$ cat config.mk
export PLATFORM = sky130hd
export DESIGN_NAME = sar_search_flat
export DESIGN_NICKNAME = d
export VERILOG_FILES = /design/src/rtl/sar_search_if.sv /design/src/rtl/sar_search.sv /design/src/flat_wrapper.sv
export SDC_FILE = /design/constraint.sdc
export NUM_CORES = 1
export LEC_CHECK = 0
export CELL_PAD_IN_SITES_DETAIL_PLACEMENT = 0
export CELL_PAD_IN_SITES_GLOBAL_PLACEMENT = 1
export CORE_UTILIZATION = 38
export DETAILED_ROUTE_END_ITERATION = 10
export GPL_ROUTABILITY_DRIVEN = 0
export PLACE_DENSITY = 0.85
export SETUP_SLACK_MARGIN = 0.2
export SYNTH_ARGS = -nofsm -noshare
export SYNTH_HDL_FRONTEND = slang
export SYNTH_SLANG_ARGS = --single-unit
$ cat constraint.sdc
create_clock -name clk -period 1.92 [get_ports clk]
set_input_delay 0.288 -clock clk [delete_from_list [all_inputs] [get_ports clk]]
set_output_delay 0.288 -clock clk [all_outputs]
set_load 0.005 [all_outputs]
$ cat src/rtl/sar_search_if.sv
// Request/comparator bundle for the successive-approximation search controller.
interface sar_search_if #(
  parameter int unsigned WIDTH = 8
);
  logic             start;
  logic             greater;
  logic             less;
  logic [WIDTH-1:0] trial;
  logic             busy;
  logic             done;
  logic [WIDTH-1:0] result;
  logic             err;

  // Requester plus external comparator side.
  modport master (
    output start, greater, less,
    input  trial, busy, done, result, err
  );

  modport slave (
    input  start, greater, less,
    output trial, busy, done, result, err
  );
endinterface

$ cat src/rtl/sar_search.sv
// Successive-approximation search: drives a trial word into an external comparator and converges
// one bit per clock. Optional early exit on equality: SAR_SEARCH_EARLY_EXIT_EN.
module sar_search #(
  parameter int unsigned WIDTH = 8
) (
  input  logic         clk,
  input  logic         rst_n,
  sar_search_if.slave  bus
);
  localparam int unsigned IdxW = (WIDTH > 1) ? $clog2(WIDTH) : 1;

  typedef enum logic [0:0] {StIdle, StSearch} state_e;

  state_e           state_q, state_d;
  logic [WIDTH-1:0] trial_q, trial_d;
  logic [WIDTH-1:0] result_q, result_d;
  logic [IdxW-1:0]  idx_q, idx_d;
  logic             sticky_q, sticky_d;
  logic             err_q, err_d;
  logic             done_q, done_d;
  logic             finish;

  always_ff @(posedge clk or negedge rst_n) begin
    if (!rst_n) begin
      state_q  <= StIdle;
      trial_q  <= '0;
      result_q <= '0;
      idx_q    <= '0;
      sticky_q <= 1'b0;
      err_q    <= 1'b0;
      done_q   <= 1'b0;
    end else begin
      state_q  <= state_d;
      trial_q  <= trial_d;
      result_q <= result_d;
      idx_q    <= idx_d;
      sticky_q <= sticky_d;
      err_q    <= err_d;
      done_q   <= done_d;
    end
  end

  always_comb begin
    state_d  = state_q;
    trial_d  = trial_q;
    result_d = result_q;
    idx_d    = idx_q;
    sticky_d = sticky_q;
    err_d    = err_q;
    done_d   = 1'b0;
    finish   = 1'b0;

    unique case (state_q)
      StIdle: begin
        if (bus.start) begin
          trial_d            = '0;
          trial_d[WIDTH-1]   = 1'b1;
          idx_d              = IdxW'(WIDTH - 1);
          sticky_d           = 1'b0;
          state_d            = StSearch;
        end
      end

      StSearch: begin
        // less wins a contradictory verdict; the contradiction is remembered for err.
        if (bus.less) begin
          trial_d[idx_q] = 1'b0;
        end
        if (bus.greater && bus.less) begin
          sticky_d = 1'b1;
        end

`ifdef SAR_SEARCH_EARLY_EXIT_EN
        finish = (idx_q == '0) || (!bus.greater && !bus.less);
`else
        finish = (idx_q == '0);
`endif

        if (finish) begin
          result_d = trial_d;
          err_d    = sticky_d;
          done_d   = 1'b1;
          state_d  = StIdle;
        end else begin
          trial_d[idx_q - IdxW'(1)] = 1'b1;
          idx_d                     = idx_q - IdxW'(1);
        end
      end

      default: state_d = StIdle;
    endcase
  end

  assign bus.trial  = trial_q;
  assign bus.result = result_q;
  assign bus.busy   = (state_q == StSearch);
  assign bus.done   = done_q;
  assign bus.err    = err_q;
endmodule
$ cat src/flat_wrapper.sv
// flat-port wrapper written by rule: the top's interface ports become plain ports
module sar_search_flat 
#(
  parameter int unsigned WIDTH = 8
)
  (clk, rst_n, bus_start, bus_greater, bus_less, bus_trial, bus_busy, bus_done, bus_result, bus_err);
  sar_search_if #(.WIDTH(WIDTH)) bus_i ();
  input  logic clk;
  input  logic rst_n;
  input wire logic [$bits(bus_i.start)-1:0] bus_start;
  input wire logic [$bits(bus_i.greater)-1:0] bus_greater;
  input wire logic [$bits(bus_i.less)-1:0] bus_less;
  output wire logic [$bits(bus_i.trial)-1:0] bus_trial;
  output wire logic [$bits(bus_i.busy)-1:0] bus_busy;
  output wire logic [$bits(bus_i.done)-1:0] bus_done;
  output wire logic [$bits(bus_i.result)-1:0] bus_result;
  output wire logic [$bits(bus_i.err)-1:0] bus_err;
  assign bus_i.start = bus_start;
  assign bus_i.greater = bus_greater;
  assign bus_i.less = bus_less;
  assign bus_trial = bus_i.trial;
  assign bus_busy = bus_i.busy;
  assign bus_done = bus_i.done;
  assign bus_result = bus_i.result;
  assign bus_err = bus_i.err;
  sar_search #(.WIDTH(WIDTH)) u_core (.clk(clk), .rst_n(rst_n), .bus(bus_i));
endmodule
=== Word level (Yosys, flattened, before mapping) ===
Cells that the tools add are included.
Widths: inputs -> output; s select.

* Register bits: 23
* Input port bits: 5
* Logic and storage cells: 44
* Output and inout bits: 19

* Mux-type cells: 20
* Bitwise operators: 4
* Reduce and logical (&&, ||, !) cells: 6
* Equal/unequal tests: 2
* $add $sub $neg: 1
* Order comparisons: 4

{| class="wikitable"
|+ Operators by type and width
! kind !! number
|-
| $mux 8 || 4
|-
| $pmux 8 s2 || 1
|-
| $and 8x8->8 || 1
|-
| $lt 3x4->1 const B || 2
|-
| $mux 1 || 8
|-
| $not 8->8 || 1
|-
| $or 8x8->8 || 1
|-
| $demux 1 s3 || 2
|-
| $ge 3x1->1 const B || 2
|-
| $mux 3 || 2
|-
| $pmux 3 s2 || 1
|-
| $ne 2x2->1 const B || 2
|-
| $pmux 1 s2 || 2
|-
| $reduce_and 2->1 || 2
|-
| $logic_and 1x1->1 || 3
|-
| $logic_not 3->1 || 1
|-
| $sub 3x1->3 const B || 1
|-
| $not 1->1 || 1
|}

=== Depth between registers and ports, before layout ===
Gate-level depths: netlist of the first run.

* Word-level depth: 11
* Mapped depth: 7
* Gate-level depth less buffers: 5

=== Least setup slack after synthesis of the first run ===
OpenSTA, ideal clock, no wires.

* Path kind: register -> register
* Start point: register u_core.idx_q[1]
* End point: register u_core.trial_q[7], in the netlist u_core.bus.trial[7]
* Slack: 0.408 ns
* Arrival time: 1.412 ns
* Path buffers: 1
* Required time: 1.819 ns
* Cell stages (with the launch flop): 7
* Period minus slack after synthesis: 1.512 ns
* Library setup time: 0.101 ns
* Cell sequence: dfrtp_1 -> buf_2 -> inv_1 -> ha_1 -> nand2b_1 -> mux2_4 -> o311ai_2

* Longest elaborated chain between the ends: 11
* Elaborated cells on any way between the ends: 19
* Classes of those cells: 1 x add/sub; 4 x order compare; 8 x mux; 3 x bitwise; 3 x reduce/logical

{| class="wikitable"
|+ RTL lines
! what !! line !! RTL
|-
| start, declared || sar_search.sv:17 || <nowiki>logic [IdxW-1:0] idx_q, idx_d;</nowiki>
|-
| start signal, assigned || sar_search.sv:36 || <nowiki>idx_q <= idx_d;</nowiki>
|-
| branches (longest 9 deep; another with $lt 3x4->1) || n/a ||
|-
| $mux 8 * || sar_search.sv:79 || <nowiki>if (finish) begin</nowiki>
|-
| $pmux 8 s2 * || sar_search.sv:53 || <nowiki>unique case (state_q)</nowiki>
|-
| end signal, assigned || sar_search.sv:34 || <nowiki>trial_q <= trial_d;</nowiki>
|-
| end, declared || sar_search.sv:15 || <nowiki>logic [WIDTH-1:0] trial_q, trial_d;</nowiki>
|}

Every way passes the cells marked *. The select of a mux whose other input is x is not followed.
A chain may end at the register's enable or synchronous reset.

=== Worst setup path in the final report of the first run ===
* Start point: register u_core.trial_q[0], in the netlist u_core.bus.trial[0]
* End point: output port bus_trial[0]

{| class="wikitable"
|+ RTL lines
! what !! line !! RTL
|-
| end, declared || flat_wrapper.sv:13 || <nowiki>output wire logic [$bits(bus_i.trial)-1:0] bus_trial;</nowiki>
|}

No word-level cell between the ends.

==> results of run 1 <==
-- state kept, by name, summed over array words and instances, names as in the netlist --
signal             flops
u_core.bus.done        1
u_core.sticky_q        1
u_core.bus.result      8
u_core.bus.busy        1
u_core.bus.trial       8
u_core.bus.err         1
u_core.idx_q           3
-- stage by stage --
step | util, % | std cells
3_5_place_dp | 50.0 | 154
6_report | 51.0 | 158
3_3_place_gp | 50.0 | 154
4_1_cts | 51.0 | 158
2_1_floorplan | - | 99
5_1_grt | 51.0 | 158
-- how the worst max path moves through the flow --
| stage | start | end | slack (ns) | depth (start not counted) |
|---|---|---|---|---|
| finish | u_core.bus.trial[0] | bus_trial[0] | 0.38 | 1 |
| global route | u_core.idx_q[0] | u_core.bus.trial[7] | 0.30 | 5 |
| CTS | u_core.bus.trial[0] | bus_trial[0] | 0.37 | 1 |
| detailed placement | bus_less | u_core.bus.result[0] | 0.38 | 4 |
| global placement | bus_less | u_core.bus.trial[4] | 0.41 | 4 |
| floorplan | u_core.idx_q[1] | u_core.bus.trial[7] | 0.41 | 6 |
-- power by group through the flow --
| stage | clock network [mW] | logic (mW) | registers [mW] |
|---|---|---|---|
| 2_1_floorplan | 0 | 0.819 | 0.886 |
| 5_1_grt | 0.252 | 1.57 | 0.908 |
| 4_1_cts | 0.234 | 1.43 | 0.879 |
| 6_report | 0.224 | 1.43 | 0.871 |
| 3_3_place_gp | 0 | 1.40 | 0.875 |
| 3_5_place_dp | 0 | 1.42 | 0.887 |
-- placed cells by master (no fill, tap or decap), types with 2 or more instances in the layout --
cell / n
clkdlybuf4s50_1: 23
dfrtp_1: 23
nand2_1: 13
o21ai_0: 6
buf_4: 6
inv_1: 5
o31ai_1: 4
mux2_2: 4
o21ai_1: 4
nand3_1: 3
a21oi_1: 3
clkbuf_4: 3
nand2b_1: 2
o311ai_1: 2
o22a_1: 2
o311ai_0: 2
nor3_1: 2
ha_1: 2
-- cells by family (layout without fill, tap and decap cells) --
family | count (synthesis) | count (layout) | share of synthesized area, %
flops | 23 | 23 | 52.9
fa+ha+maj | 2 | 2 | 2.30
buf+inv | 11 | 39 | 5.40
compound gates | 31 | 31 | 20.8
mux | 5 | 5 | 5.52
simple gates | 27 | 27 | 13.1
-- final cells by class --
| cell class | instances | area, um2 |
|---|---|---|
| fill | 253 | 1340 |
| sequential | 23 | 576 |
| clock buffer | 3 | 22.5 |
| tap | 31 | 38.8 |
| clock inverter | 1 | 5.00 |
| inverter | 6 | 22.5 |
| timing repair buffer | 29 | 275 |
| multi-input combinational | 65 | 454 |
-- layer usage --
metal	vias to the layer above	wire (um)
met4	0	18
li1	416	-
met2	29	1100
met3	2	126
met1	417	1090
met5	-	0
==> metrics, run 1 <==
cts bufs inserted 3; pre-CTS worst setup slack approximately 0.38 ns; crit path capture type primary output; DR WL/cell roughly 15 um; met2 GRT Util between 20 and 30%; Initial DRC Count 15; relative slew slack between 70 and 80%; final setup margin ~0.38 ns; first-pass GRT wire length between 4 and 5 mm; grt peak-use layer met2; Ports 24; Final setup viols 0; # diodes 0; Max Root-Sink Buffers 2; vias in the first global route a little under 900; Die W ~56 um; Synth Warn # 0; Worst path slowest cell clkdlybuf4s50_1; post-route ant nets 0; Critical Path AT about 1.3 ns; Max VDD drop around 0.0010 V; Yosys reg bits 23; hold_ws about 0.31 ns; Worst-Margin Slew 0.320 ns; Post-synth EDFFs 0; Max-Cap Viols 0; Max Freq 648 MHz; fin crit period about 1.5 ns; total routed wirelength around 2.3 mm; critical path cell sequence clkdlybuf4s50_1; Yosys top cell area share between 50 and 60%; Crit Path Class reg2out; Syn Inst Count 99; Yosys top cell by area dfrtp_1; nets around 140; Layout area overhead 28.0%; PortBufs 23; Post-Syn Area ~1100 um2; R2R depth 5; clock-pin slew on the worst setup and hold paths 0.13 ns; power per cell area 1810 nW/um2; Startpoint Class register; top-count cell post-synth dfrtp_1; sw frac 38.4%; Vias between 800 and 900; Worst Skew between 0.009 and 0.01 ns; Remaining DRCs 0; Synth Flop Type dfrtp_1; reg2reg start u_core.idx_q[0]; reg2reg setup slack 0.39 ns; CTS Root Cell clkbuf_4; top cells by count, synth dfrtp_1, nand2_1, o21ai_0; Worst path max stage delay 0.52 ns; H-tree depth 1; Vert. Die Dim 55.5 um; hold crit path type in2async; GR Util All Layers ~17%; # resized after CTS 0; Clock power frac 8.9%; delay-heaviest family, CP buffers and inverters; detail-routed via count per cell about 5.5; RSZ-0062 raised after global routing false; Switching Power just under 1 mW; post-route cell area 1390 um2; Power Total around 2.5 mW; Site Rows 19; CTS tree yes; share of layout cells above drive strength 1 between 15 and 20%; largest net degree at the start of global routing 24; Core Region between 2000 and 3000 um2; Critical Path Fanout Max 3; global route total overflow 0; leakage 0.602 nW; met3 global-route usage under 10%; final hold vios 0; initial antenna violation count 0; 1st-pass router iterations 4; clock sink total 23; Comb pwr share about 56%; post-place instance area about 1400 um2; count of different cell masters after synthesis 35; end of the worst register-to-register path u_core.idx_q[0]; CP Data Required Time approximately 1.6 ns; syn nets approximately 110; worst skew pair latency a little over 0.3 ns; Initial Util about 40%; hpwl dp about 1.7 mm; GR Util met1 between 20% and 30%; CTS hold repair buffers 0; largest cells by area after synthesis dfrtp_1, nand2_1, mux2_2, o21ai_0, o31ai_1; die area ~3000 um2; Pint about 1.6 mW; status finished clean; Final Cycle Share ~80%; Slew Viols, Final 0; syn avg cell area roughly 11 um2; post-CTS setup buffers 0; share of total power in sequential cells between 30% and 40%; post-synthesis sequential area ratio a little over half; CP bufs+invs 1; asr flop ratio synth 100%; post-route setup TNS 0 ns
Note: power is estimated with default switching activity, not from simulation.
==> run 2: changes to the inputs <==
--- a/config.mk
+++ b/config.mk
@@ -7,10 +7,10 @@
 export LEC_CHECK = 0
 export CELL_PAD_IN_SITES_DETAIL_PLACEMENT = 0
 export CELL_PAD_IN_SITES_GLOBAL_PLACEMENT = 1
-export CORE_UTILIZATION = 38
+export CORE_UTILIZATION = 34
 export DETAILED_ROUTE_END_ITERATION = 10
 export GPL_ROUTABILITY_DRIVEN = 0
-export PLACE_DENSITY = 0.85
+export PLACE_DENSITY = 0.81
 export SETUP_SLACK_MARGIN = 0.2
 export SYNTH_ARGS = -nofsm -noshare
 export SYNTH_HDL_FRONTEND = slang
==> constraint.sdc (replaced) <==
create_clock -name clk -period 1.3 [get_ports clk]
set_input_delay 0.195 -clock clk [delete_from_list [all_inputs] [get_ports clk]]
set_output_delay 0.195 -clock clk [all_outputs]
set_load 0.005 [all_outputs]
==> metrics, run 2 (synthesis results as in run 1) <==
status finished with violations; violated checks negative setup slack; Critical Path Fanout Max 4 (+1); Switching Power 1.71 mW (+77%); vias in the first global route 920 (+5.7%); Worst path max stage delay 0.44 ns (-0.08 ns); clock sink total 23 (unchanged); Critical Path AT 1.63 ns (+0.37 ns); # fillers 309 (+22%); PortBufs 23 (unchanged); Vert. Die Dim 58.6 um (+5.5%); clock-pin slew on the worst setup and hold paths 0.13 ns (about the same); Final setup viols 17 (+17); Final Cycle Share 108%; Worst path slowest cell dfrtp_1; hpwl dp 1.84 mm (+8.7%); post-route setup TNS -0.817 ns (-0.817 ns); # diodes 0 (unchanged); total routed wirelength 2.55 mm (+9.3%); CTS tree yes; H-tree depth 1 (unchanged); Slew Viols, Final 0 (unchanged); CP bufs+invs 1 (unchanged); relative slew slack 77.5% (-0.92 points); RSZ-0062 raised after global routing true; worst skew pair latency 0.31 ns (about the same); initial antenna violation count 0 (unchanged); share of total power in sequential cells 29.5% (-5.1 points); Remaining DRCs 0 (unchanged); post-route ant nets 0 (unchanged); die area 3430 um2 (+11%); crit path capture type register; Initial DRC Count 14 (-1); most frequent cells in the layout dfrtp_1, buf_4, buf_2, nand2_1, o21ai_1; share of layout cells above drive strength 1 46.2% (+30 points); Max-Cap Viols 0 (unchanged); Layout area overhead 41.8%; detail-routed via count per cell 4.93 (-9.8%); Core Region 3050 um2 (+12%); first-pass GRT wire length 4.22 mm (+1.8%); Vias 922 (+6.7%); 1st-pass router iterations 4 (unchanged); commonest non-fill, non-tap cell in the layout dfrtp_1; Pint 2.59 mW (+66%); Clock power frac 7.6% (-1.3 points); Worst-Margin Slew 0.336 ns (+0.0155 ns); Ports 24 (unchanged); sw frac 39.8% (+1.4 points); CTS hold repair buffers 0 (unchanged); hold crit path type in2async; cts bufs inserted 3 (unchanged); power per cell area 2780 nW/um2 (+54%); largest net degree at the start of global routing 24 (unchanged); final setup margin -0.108 ns (-0.484 ns); Max VDD drop 0.00117 V (+13%); Max Freq 710 MHz; DR WL/cell 13.7 um (-7.6%); final hold vios 0 (unchanged); Initial Util 35.7% (-4.2 points); CP Data Required Time 1.52 ns (-0.11 ns); Max Root-Sink Buffers 2 (unchanged); global route total overflow 0 (unchanged); Die W 58.6 um (+5.5%); Comb pwr share 62.9% (+6.4 points); reg2reg setup slack -0.11 ns (-0.50 ns); fin crit period approximately 1.4 ns; nets 151 (+12%); CTS Root Cell clkbuf_4; delay-heaviest family, CP flip-flops; Site Rows 20 (+1); Worst Skew 0.00422 ns (-0.00567 ns); GR Util All Layers 16.9% (-0.025 points); Crit Path Class reg2reg; critical path cell sequence inv_6, ha_4, nand2b_4, mux2_4, o311ai_4; Power Total 4.30 mW (+70%); leakage 0.710 nW (+18%); Startpoint Class register
-- run 2: metal layers --
layer / global-route usage, % / vias up / routed length (um)
met1: 19.8 / 441 / 1060
met5: 0 / - / 0
met4: 9.18 / 0 / 60
li1: - / 456 / -
met2: 29.7 / 21 / 1340
met3: 2.64 / 4 / 92
-- run 2: cell type report --
cell class	instances	area, um2	area share, %
timing repair buffer	45	317	20.5
inverter	6	30.0	1.94
clock inverter	1	5.00	0.324
sequential	23	577	37.4
clock buffer	3	22.5	1.46
tap	44	55.1	3.57
multi-input combinational	65	538	34.8
-- run 2: per-stage QoR --
step	utilization (%)	cell area (um2)	setup WS, ns	instances	hold slack [ns]
5_1_grt	50.6	1540	-0.160	187	0.267
3_3_place_gp	48.2	1470	-0.132	172	0.468
4_1_cts	49.3	1500	-0.111	187	0.231
2_1_floorplan	-	1140	-0.0429	99	-0.101
6_report	50.6	1540	-0.108	187	0.224
3_5_place_dp	48.2	1470	-0.141	172	0.470
-- run 2: final timing paths --
path / start / depth (start not counted) / endpoint
setup / recovery: u_core.idx_q[1] / 5 / u_core.bus.trial[7]
hold / removal: rst_n / 2 / u_core.bus.result[1]
setup reg to reg: u_core.idx_q[1] / 5 / u_core.bus.trial[7]
hold reg to reg: u_core.bus.err / 2 / u_core.bus.err
max in group asynchronous: rst_n / 2 / u_core.bus.busy
min in group clk: u_core.bus.err / 2 / u_core.bus.err
-- run 2: power groups by stage --
stage	clock network [mW]	registers [mW]	logic (mW)
after floorplan	0	1.31	1.40
after global placement	0	1.32	2.37
after detailed placement	0	1.34	2.44
after CTS	0.343	1.27	2.51
after global routing	0.362	1.32	2.93
final	0.328	1.27	2.70
-- run 2: timing repair --
item	CTS	global route
resized for setup	79	8
setup endpoints to repair	41	24
buffers inserted	11	0
